`src/rtl/ssd_display_driver_if.sv`:
```
// Display driver bundle: value to show plus scan outputs and status.
// The processor side is the master; the driver is the slave.
interface ssd_display_driver_if;
   logic [12:0] num;
   logic [3:0]  anode;
   logic [6:0]  seg;
   logic        busy;
   logic        bcd_valid;

   modport master (
      output num,
      input  anode,
      input  seg,
      input  busy,
      input  bcd_valid
   );

   modport slave (
      input  num,
      output anode,
      output seg,
      output busy,
      output bcd_valid
   );
endinterface

```
`src/rtl/ssd_display_driver.sv`:
```
// 4-digit multiplexed 7-segment driver with serial double-dabble conversion.
// Define SSD_LEADING_ZERO_BLANK_EN to blank non-significant leading zeros.
module ssd_display_driver #(
   parameter int REFRESH_DIV = 100000
) (
   input  logic                clk,
   input  logic                rst,
   ssd_display_driver_if.slave ssd
);

   localparam int DW = (REFRESH_DIV > 1) ? $clog2(REFRESH_DIV) : 1;
   localparam logic [DW-1:0] DIV_MAX = DW'(REFRESH_DIV - 1);

   typedef enum logic [1:0] {IDLE, LOAD, SHIFT, DONE} state_t;

   state_t      r_state;
   state_t      w_next;
   logic [12:0] r_last_num;
   logic [12:0] r_bin;
   logic [15:0] r_bcd;
   logic [15:0] w_adj;
   logic [15:0] r_digits;
   logic [3:0]  r_cnt;
   logic [DW-1:0] r_div;
   logic [1:0]  r_idx;
   logic [3:0]  r_anode;
   logic [6:0]  r_seg;
   logic [3:0]  w_nib;
   logic        w_blank;

   function automatic logic [6:0] f_seg(input logic [3:0] n);
      case (n)
         4'd0:    f_seg = 7'b1000000;
         4'd1:    f_seg = 7'b1111001;
         4'd2:    f_seg = 7'b0100100;
         4'd3:    f_seg = 7'b0110000;
         4'd4:    f_seg = 7'b0011001;
         4'd5:    f_seg = 7'b0010010;
         4'd6:    f_seg = 7'b0000010;
         4'd7:    f_seg = 7'b1111000;
         4'd8:    f_seg = 7'b0000000;
         4'd9:    f_seg = 7'b0010000;
         default: f_seg = 7'b1111111;
      endcase
   endfunction

   always_ff @(posedge clk) begin
      if (rst) r_state <= IDLE;
      else     r_state <= w_next;
   end

   always_comb begin
      w_next = r_state;
      case (r_state)
         IDLE:    if (ssd.num != r_last_num) w_next = LOAD;
         LOAD:    w_next = SHIFT;
         SHIFT:   if (r_cnt == 4'd12) w_next = DONE;
         DONE:    w_next = IDLE;
         default: w_next = IDLE;
      endcase
   end

   // add-3 correction applied before every shift
   always_comb begin
      w_adj = r_bcd;
      for (int i = 0; i < 4; i++) begin
         if (r_bcd[4*i +: 4] >= 4'd5)
            w_adj[4*i +: 4] = r_bcd[4*i +: 4] + 4'd3;
      end
   end

   always_ff @(posedge clk) begin
      if (rst) begin
         r_last_num <= '0;
         r_bin      <= '0;
         r_bcd      <= '0;
         r_cnt      <= '0;
         r_digits   <= '0;
      end else begin
         case (r_state)
            LOAD: begin
               r_last_num <= ssd.num;
               r_bin      <= ssd.num;
               r_bcd      <= '0;
               r_cnt      <= '0;
            end
            SHIFT: begin
               {r_bcd, r_bin} <= {w_adj[14:0], r_bin, 1'b0};
               r_cnt          <= r_cnt + 4'd1;
            end
            DONE:    r_digits <= r_bcd;
            default: ;
         endcase
      end
   end

   always_comb begin
      case (r_idx)
         2'd0:    w_nib = r_digits[3:0];
         2'd1:    w_nib = r_digits[7:4];
         2'd2:    w_nib = r_digits[11:8];
         default: w_nib = r_digits[15:12];
      endcase
   end

`ifdef SSD_LEADING_ZERO_BLANK_EN
   always_comb begin
      w_blank = 1'b0;
      case (r_idx)
         2'd3: w_blank = (r_digits[15:12] == 4'd0);
         2'd2: w_blank = (r_digits[15:8] == 8'd0);
         2'd1: w_blank = (r_digits[15:4] == 12'd0);
         default: w_blank = 1'b0;
      endcase
   end
`else
   assign w_blank = 1'b0;
`endif

   // the wrap edge drives the current slot and advances the index together
   always_ff @(posedge clk) begin
      if (rst) begin
         r_div   <= '0;
         r_idx   <= '0;
         r_anode <= 4'b1111;
         r_seg   <= 7'b1111111;
      end else if (r_div == DIV_MAX) begin
         r_div   <= '0;
         r_idx   <= r_idx + 2'd1;
         r_anode <= ~(4'b0001 << r_idx);
         r_seg   <= w_blank ? 7'b1111111 : f_seg(w_nib);
      end else begin
         r_div   <= r_div + 1'b1;
      end
   end

   assign ssd.anode     = r_anode;
   assign ssd.seg       = r_seg;
   assign ssd.busy      = (r_state != IDLE);
   assign ssd.bcd_valid = (r_state == DONE);

endmodule

```
`src/flat_wrapper.sv`:
```
// flat-port wrapper written by rule: the top's interface ports become plain ports
module ssd_display_driver_flat 
#(
   parameter int REFRESH_DIV = 100000
)
  (clk, rst, ssd_num, ssd_anode, ssd_seg, ssd_busy, ssd_bcd_valid);
  ssd_display_driver_if ssd_i ();
  input  logic clk;
  input  logic rst;
  input wire logic [$bits(ssd_i.num)-1:0] ssd_num;
  output wire logic [$bits(ssd_i.anode)-1:0] ssd_anode;
  output wire logic [$bits(ssd_i.seg)-1:0] ssd_seg;
  output wire logic [$bits(ssd_i.busy)-1:0] ssd_busy;
  output wire logic [$bits(ssd_i.bcd_valid)-1:0] ssd_bcd_valid;
  assign ssd_i.num = ssd_num;
  assign ssd_anode = ssd_i.anode;
  assign ssd_seg = ssd_i.seg;
  assign ssd_busy = ssd_i.busy;
  assign ssd_bcd_valid = ssd_i.bcd_valid;
  ssd_display_driver #(.REFRESH_DIV(REFRESH_DIV)) u_core (.clk(clk), .rst(rst), .ssd(ssd_i));
endmodule
```
`config.mk`:
```
export PLATFORM = sky130hd
export DESIGN_NAME = ssd_display_driver_flat
export DESIGN_NICKNAME = d
export VERILOG_FILES = /design/src/rtl/ssd_display_driver_if.sv /design/src/rtl/ssd_display_driver.sv /design/src/flat_wrapper.sv
export SDC_FILE = /design/constraint.sdc
export NUM_CORES = 1
export LEC_CHECK = 0
export BUFFER_PORTS_ARGS = -buffer_cell sky130_fd_sc_hd__buf_2
export CAP_MARGIN = 15
export CORE_UTILIZATION = 55
export DETAILED_ROUTE_END_ITERATION = 16
export GPL_ROUTABILITY_DRIVEN = 0
export PLACE_DENSITY = 0.73
export SYNTH_ARGS = -nofsm -noshare
export SYNTH_HDL_FRONTEND = slang
export SYNTH_SLANG_ARGS = --single-unit
```
`constraint.sdc`:
```
create_clock -name clk -period 2.4 [get_ports clk]
set_input_delay 0.24 -clock clk [delete_from_list [all_inputs] [get_ports clk]]
set_output_delay 0.24 -clock clk [all_outputs]
set_load 0.02 [all_outputs]
```
==> results.json, run 1 <==
{
  "drcViolationCount": 0,
  "cap_viol_max_count": 0,
  "critical_path_peak_fanout": 4,
  "layout-drive-gt1-share_pct": 13.1,
  "std_cell_rows": 32,
  "die_height_um": 92.6,
  "worst_slew_pin_slew_ns": 0.599,
  "cts_tree": "done",
  "setup-violations-final": 0,
  "cts.reportedPaths.clkPinSlew_ns": 0.09,
  "p_leak_nw": 1.97,
  "mappedNetlistNets": 542,
  "viasPerCell": 5.51,
  "hp-class": "primary input to flop",
  "worstSetupStartpointType": "flop",
  "dieArea_mm2": 0.00858,
  "dp_hpwl_um": 6150,
  "ctsHoldBuffers": 0,
  "finalCritPeriodShare_pct": 96.4,
  "r2r_setup_slack_ns": 0.09,
  "worst-endpoint-required_ns": 2.65,
  "numClockSinks": 94,
  "status": "finished, final reports clean",
  "final_core_util_pct": 64.6,
  "ctsHtreeMaxLevel": 3,
  "antenna_left": 0,
  "timing.final.hold_violations": 0,
  "timing_worst_setup_path_type": "flop to flop",
  "post-route-worst-setup-slack_ns": 0.0854,
  "globalRouteTotalUtil_pct": 22.1,
  "post_drt_wl_per_cell_um": 14.2,
  "detail_route.wirelength_um": 9040,
  "p_per_area_mw_per_mm2": 787,
  "ys_seq_area_share_pct": 41.7,
  "nets": 571,
  "power_after_layout_w": 0.00399,
  "setup.worst_path.end_class": "flop",
  "avgSynthCellArea_um2": 8.98,
  "synth_area_leaders": "sky130_fd_sc_hd__dfxtp_1, sky130_fd_sc_hd__mux2i_1, sky130_fd_sc_hd__nor2_1, sky130_fd_sc_hd__ha_1, sky130_fd_sc_hd__xor2_1",
  "clockBufferDepth": 2,
  "clk-insertion-delay-late_ns": 0.35,
  "i_o_buffers": 27,
  "synth_ff_type": "sky130_fd_sc_hd__dfxtp_1",
  "post-route-min-period_ns": 2.31,
  "ys_async_sr_fraction_pct": 0,
  "die_w_um": 92.6,
  "grt_pass1_wl_um": 15200,
  "post_synth_instance_area_mm2": 0.00452,
  "synthDistinctLibCells": 46,
  "detailed_place.area_mm2": 0.00480,
  "slew_headroom_pct": 60.1,
  "synth_common_cells": "sky130_fd_sc_hd__dfxtp_1, sky130_fd_sc_hd__nor2_1, sky130_fd_sc_hd__mux2i_1",
  "max_freq_mhz": 432,
  "antenna_found_initial": 0,
  "cts_root_buffer": "sky130_fd_sc_hd__clkbuf_8",
  "postLayoutCellArea_mm2": 0.00507,
  "synth_top_area_cell": "sky130_fd_sc_hd__dfxtp_1",
  "grt_pass1_vias": 3290,
  "initialDrtViolationCount": 164,
  "grt_start_max_net_pins": 40,
  "data_arrival_at_the_endpoint_of_the_critical_path_ns": 2.57,
  "design.core.area_mm2": 0.00785,
  "antenna-diode-count": 0,
  "finClkSkew_ns": 0.00758,
  "synthCells": 503,
  "vias": 3515,
  "library_cell_with_the_highest_instance_count_after_synthesis": "sky130_fd_sc_hd__dfxtp_1",
  "ioPinCount": 28,
  "final_max_slew_viol_count": 0,
  "vdd.ir_drop.worst_uv": 552,
  "cts-buffers-inserted": 9,
  "yosys_warnings": 0,
  "starting_utilization_of_the_core_area_pct": 57.5,
  "synth_enable_flop_cells": 0,
  "synth_top_area_share_pct": 41.7,
  "drt_first_pass_iters": 5,
  "worst_setup_slack_after_placement_ns": 0.0241,
  "global_route.overflow_total": 0,
  "area_delta_synth_final_pct": 12.2,
  "ys_ff_latch": 94
}
## cells by family after synthesis
logic type                 after synthesis  share of synthesized area, %
AOI/OAI and AO/OA                       88                          13.9
xor gates and xnor gates                36                          6.98
adders and majority gates               24                          6.65
buffers and inverters                   53                          4.54
DFF                                     94                          41.7
muxes                                   45                          10.0
and+or+nand+nor                        163                          16.2
## cell type report
type,count,area [um2]
well taps,102,128
multi-input cells,356,2450
clock inverters,3,67.6
repair buffers,47,285
flip-flops and latches,94,1890
inverters,24,90.1
clock buffers,12,155
fillers,680,2780
## worst paths after layout
kind	end	cells after the start	from
max	u_core.ssd.seg[5]	9	u_core.r_idx[0]
min	u_core.r_last_num[0]	3	ssd_num[0]
max reg2reg	u_core.ssd.seg[5]	9	u_core.r_idx[0]
min reg2reg	u_core.ssd.anode[3]	1	u_core.ssd.anode[3]
## layer usage
layer | global-route usage [%] | part of all wire [%] | vias to the layer above
li1 | - | - | 1801
met3 | 4.60 | 2.7 | 8
met2 | 34.8 | 46 | 51
met5 | 0 | 0 | -
met4 | 7.05 | 1.0 | 0
met1 | 30.4 | 50 | 1655
## repair_timing
action                     4_1_cts  5_1_grt
setup buffers                    0        2
setup endpoints to repair        0        7
gates resized for setup          0        8
## sequential cells by signal, summed over array words and instances (netlist names)
register	cells
u_core.r_digits	16
u_core.ssd.anode	4
u_core.r_last_num	13
u_core.r_div	17
u_core.r_bcd	16
u_core.r_cnt	4
u_core.r_state	2
u_core.ssd.seg	7
u_core.r_idx	2
u_core.r_bin	13
## per-stage QoR
stage	setup TNS [ns]	std cells	hold WS (ns)
3_3_place_gp	0	621	0.439
3_5_place_dp	0	621	0.449
6_report	0	638	0.164
5_1_grt	-0.000553	638	0.159
4_1_cts	0	636	0.150
2_1_floorplan	0	503	0.387
## power by group
group          internal [W]  switching [W]  total [W]
combinational      0.000397       0.000618    0.00102
clock              0.000639       0.000528    0.00117
sequential          0.00171      0.0000941    0.00180
## critical path, stage by stage (launching register included)
cell,delay (ns)
sky130_fd_sc_hd__dfxtp_2,0.33
sky130_fd_sc_hd__buf_4,0.14
sky130_fd_sc_hd__ha_1,0.21
sky130_fd_sc_hd__buf_4,0.15
sky130_fd_sc_hd__a222oi_1,0.31
sky130_fd_sc_hd__buf_4,0.19
sky130_fd_sc_hd__or3b_1,0.39
sky130_fd_sc_hd__a21oi_2,0.17
sky130_fd_sc_hd__a211oi_1,0.06
sky130_fd_sc_hd__a211o_1,0.27
## cell usage in the layout (no fill, tap or decap), types with 3 or more instances in the layout
cell type / instances
sky130_fd_sc_hd__nand3_1: 14
sky130_fd_sc_hd__o21ai_0: 11
sky130_fd_sc_hd__buf_2: 27
sky130_fd_sc_hd__a222oi_1: 3
sky130_fd_sc_hd__dfxtp_1: 92
sky130_fd_sc_hd__nor4_1: 6
sky130_fd_sc_hd__ha_1: 23
sky130_fd_sc_hd__nand4_1: 5
sky130_fd_sc_hd__nor2_1: 90
sky130_fd_sc_hd__o211ai_1: 3
sky130_fd_sc_hd__nand2_1: 23
sky130_fd_sc_hd__a21o_1: 3
sky130_fd_sc_hd__nand2b_1: 11
sky130_fd_sc_hd__a211o_1: 6
sky130_fd_sc_hd__mux2i_1: 44
sky130_fd_sc_hd__a211oi_1: 15
sky130_fd_sc_hd__inv_1: 24
sky130_fd_sc_hd__xnor2_1: 15
sky130_fd_sc_hd__a21oi_1: 19
sky130_fd_sc_hd__o31ai_1: 5
sky130_fd_sc_hd__buf_4: 20
sky130_fd_sc_hd__a32oi_1: 7
sky130_fd_sc_hd__clkbuf_8: 11
sky130_fd_sc_hd__a22oi_1: 5
sky130_fd_sc_hd__xor2_1: 21
Note: power is estimated with default switching activity, not from simulation.
==> inputs of run 2 (changes only) <==
PLACE_DENSITY = 0.7   (was 0.73)
clock period = 2.85 ns   (was 2.4 ns; I/O delays follow)
==> results.json, run 2 (same netlist as run 1, synthesis figures left out) <==
{
  "clockBufferDepth": 2,
  "post-route-min-period_ns": 2.54,
  "slew_headroom_pct": 48.0,
  "largest_register_ffs": 17,
  "global_route.overflow_total": 0,
  "antenna_left": 0,
  "path_cells": "inv_1 > ha_1 > a22o_2 > a211oi_1 > nand2b_1 > ha_1 > inv_1 > a21oi_1 > nand2_1 > o21ai_0 > o31ai_1",
  "internal_power_w": 0.00212,
  "antenna-diode-count": 0,
  "worst-endpoint-required_ns": 3.13,
  "finClkSkew_ns": 0.00720,
  "setup.worst_path.end_class": "flop",
  "die_height_um": 92.6,
  "cts_setup_buffers": 0,
  "layout-drive-gt1-share_pct": 10.3,
  "max_freq_mhz": 394,
  "p_sw_w": 0.00105,
  "clk-insertion-delay-late_ns": 0.36,
  "finalCritPeriodShare_pct": 89.1,
  "share_comb_of_total_power_pct": 26.7,
  "vias": 3449,
  "drt_first_pass_iters": 4,
  "die_w_um": 92.6,
  "detail_route.wirelength_um": 8670,
  "ioPinCount": 28,
  "cts_tree": "done",
  "std_cell_rows": 32,
  "critical_path_peak_fanout": 5,
  "detailed_place.area_mm2": 0.00473,
  "dieArea_mm2": 0.00858,
  "largest_delay_share_family_worst_path": "compound AO/OA/AOI/OAI gates",
  "final.setup.tns_ns": 0,
  "data_arrival_at_the_endpoint_of_the_critical_path_ns": 2.82,
  "postLayoutCellArea_mm2": 0.00491,
  "p_leak_nw": 1.87,
  "cts.reportedPaths.clkPinSlew_ns": 0.09,
  "p_per_area_mw_per_mm2": 646,
  "design.core.area_mm2": 0.00785,
  "unrepaired_setup_endpoints_after_global_routing": "no",
  "reg_top3": "u_core.r_div: 17 flops, u_core.r_bcd: 16 flops, u_core.r_digits: 16 flops",
  "clock_power_share_pct": 25.4,
  "p_seq_share_pct": 47.9,
  "final_cell_mix": "sky130_fd_sc_hd__dfxtp_1, sky130_fd_sc_hd__nor2_1, sky130_fd_sc_hd__mux2i_1, sky130_fd_sc_hd__buf_2",
  "cap_viol_max_count": 0,
  "dp_hpwl_um": 6090,
  "worst_path_largest_cell_delay_ns": 0.41,
  "resized_cells_post_cts": 0,
  "vdd.ir_drop.worst_uv": 399,
  "hp-class": "primary input to flop",
  "timing.final.hold_violations": 0,
  "setup-violations-final": 0,
  "grt_pass1_wl_um": 15300,
  "worstSetupStartpointType": "flop",
  "starting_utilization_of_the_core_area_pct": 57.5,
  "drcViolationCount": 0,
  "globalRouteTotalUtil_pct": 22.5,
  "numClockSinks": 94,
  "p_sw_share_pct": 33.2,
  "initialDrtViolationCount": 163,
  "worst_slew_pin_slew_ns": 0.779,
  "antenna_found_initial": 0,
  "layout.cells.most_common": "sky130_fd_sc_hd__dfxtp_1",
  "path_buf_inv": 2,
  "fillerInstances": 692,
  "grt_start_max_net_pins": 44,
  "cts_root_buffer": "sky130_fd_sc_hd__clkbuf_8",
  "cts-buffers-inserted": 9,
  "final_max_slew_viol_count": 0,
  "regMostFlops": "u_core.r_div",
  "ctsHoldBuffers": 0,
  "i_o_buffers": 27,
  "critPathSlowestCell": "sky130_fd_sc_hd__dfxtp_1",
  "ctsHtreeMaxLevel": 3,
  "area_delta_synth_final_pct": 8.67,
  "timing_worst_setup_path_type": "flop to flop",
  "post_drt_wl_per_cell_um": 13.8,
  "status": "finished, final reports clean",
  "viasPerCell": 5.49,
  "grt_pass1_vias": 3384,
  "nets": 560
}
## run 2: cell types whose count changed in the layout (fill, tap and decap cells not counted), moves of 2 or more
cell | before | now
sky130_fd_sc_hd__buf_4 | 20 | 9
sky130_fd_sc_hd__bufinv_16 | 2 | 0
sky130_fd_sc_hd__clkinvlp_4 | 1 | 3
sky130_fd_sc_hd__dfxtp_1 | 92 | 94
## run 2: power by group through the flow
stage          Clock, W  Combinational, W  Sequential (W)
6_report       0.000805          0.000848         0.00152
5_1_grt        0.000892          0.000953         0.00154
4_1_cts        0.000842          0.000854         0.00152
3_5_place_dp          0          0.000851         0.00155
3_3_place_gp          0          0.000834         0.00154
2_1_floorplan         0          0.000669         0.00153
## run 2: final cells by class
cell class	instances	area [um2]	area share [%]
Timing Repair Buffer	36	203	4.13
Multi-Input combinational cell	356	2430	49.5
Tap cell	102	128	2.60
Clock inverter	4	31.3	0.637
Clock buffer	12	145	2.96
Sequential cell	94	1880	38.3
Inverter	24	90.1	1.84
## run 2: per-stage QoR
step / util, % / total power [W] / hold slack (ns) / setup slack, ns / std cells
3_5_place_dp: 60.3 / 0.00240 / 0.446 / 0.339 / 612
4_1_cts: 62.5 / 0.00322 / 0.178 / 0.339 / 628
2_1_floorplan: - / 0.00220 / 0.430 / 0.468 / 503
5_1_grt: 62.5 / 0.00338 / 0.203 / 0.127 / 628
3_3_place_gp: 60.3 / 0.00238 / 0.443 / 0.471 / 612
6_report: 62.5 / 0.00317 / 0.194 / 0.311 / 628
## run 2: path summary, 6_finish.rpt
check,start,to,slack (ns),depth (start not counted)
worst max-delay path,u_core.r_idx[0],u_core.ssd.seg[1],0.31,11
worst min-delay path,ssd_num[10],u_core.r_last_num[10],0.19,3
worst max register to register,u_core.r_idx[0],u_core.ssd.seg[1],0.31,11
worst min register to register,u_core.ssd.anode[0],u_core.ssd.anode[0],0.47,1
## run 2: worst reg2reg max path, stage by stage (launching register included)
cell and delay, ns:
sky130_fd_sc_hd__dfxtp_1 0.41, sky130_fd_sc_hd__inv_1 0.11, sky130_fd_sc_hd__ha_1 0.27, sky130_fd_sc_hd__a22o_2 0.27, sky130_fd_sc_hd__a211oi_1 0.36, sky130_fd_sc_hd__nand2b_1 0.23, sky130_fd_sc_hd__ha_1 0.27, sky130_fd_sc_hd__inv_1 0.06
sky130_fd_sc_hd__a21oi_1 0.07, sky130_fd_sc_hd__nand2_1 0.07, sky130_fd_sc_hd__o21ai_0 0.09, sky130_fd_sc_hd__o31ai_1 0.25
## run 2: routing by layer
layer	GRT usage, %	routed length, um	share of wire (%)	vias up
li1	-	-	-	1774
met1	29.0	4300	50	1625
met2	37.5	4080	47	41
met3	5.91	222	2.6	9
met4	5.38	72	0.83	0
met5	0	0	0	-
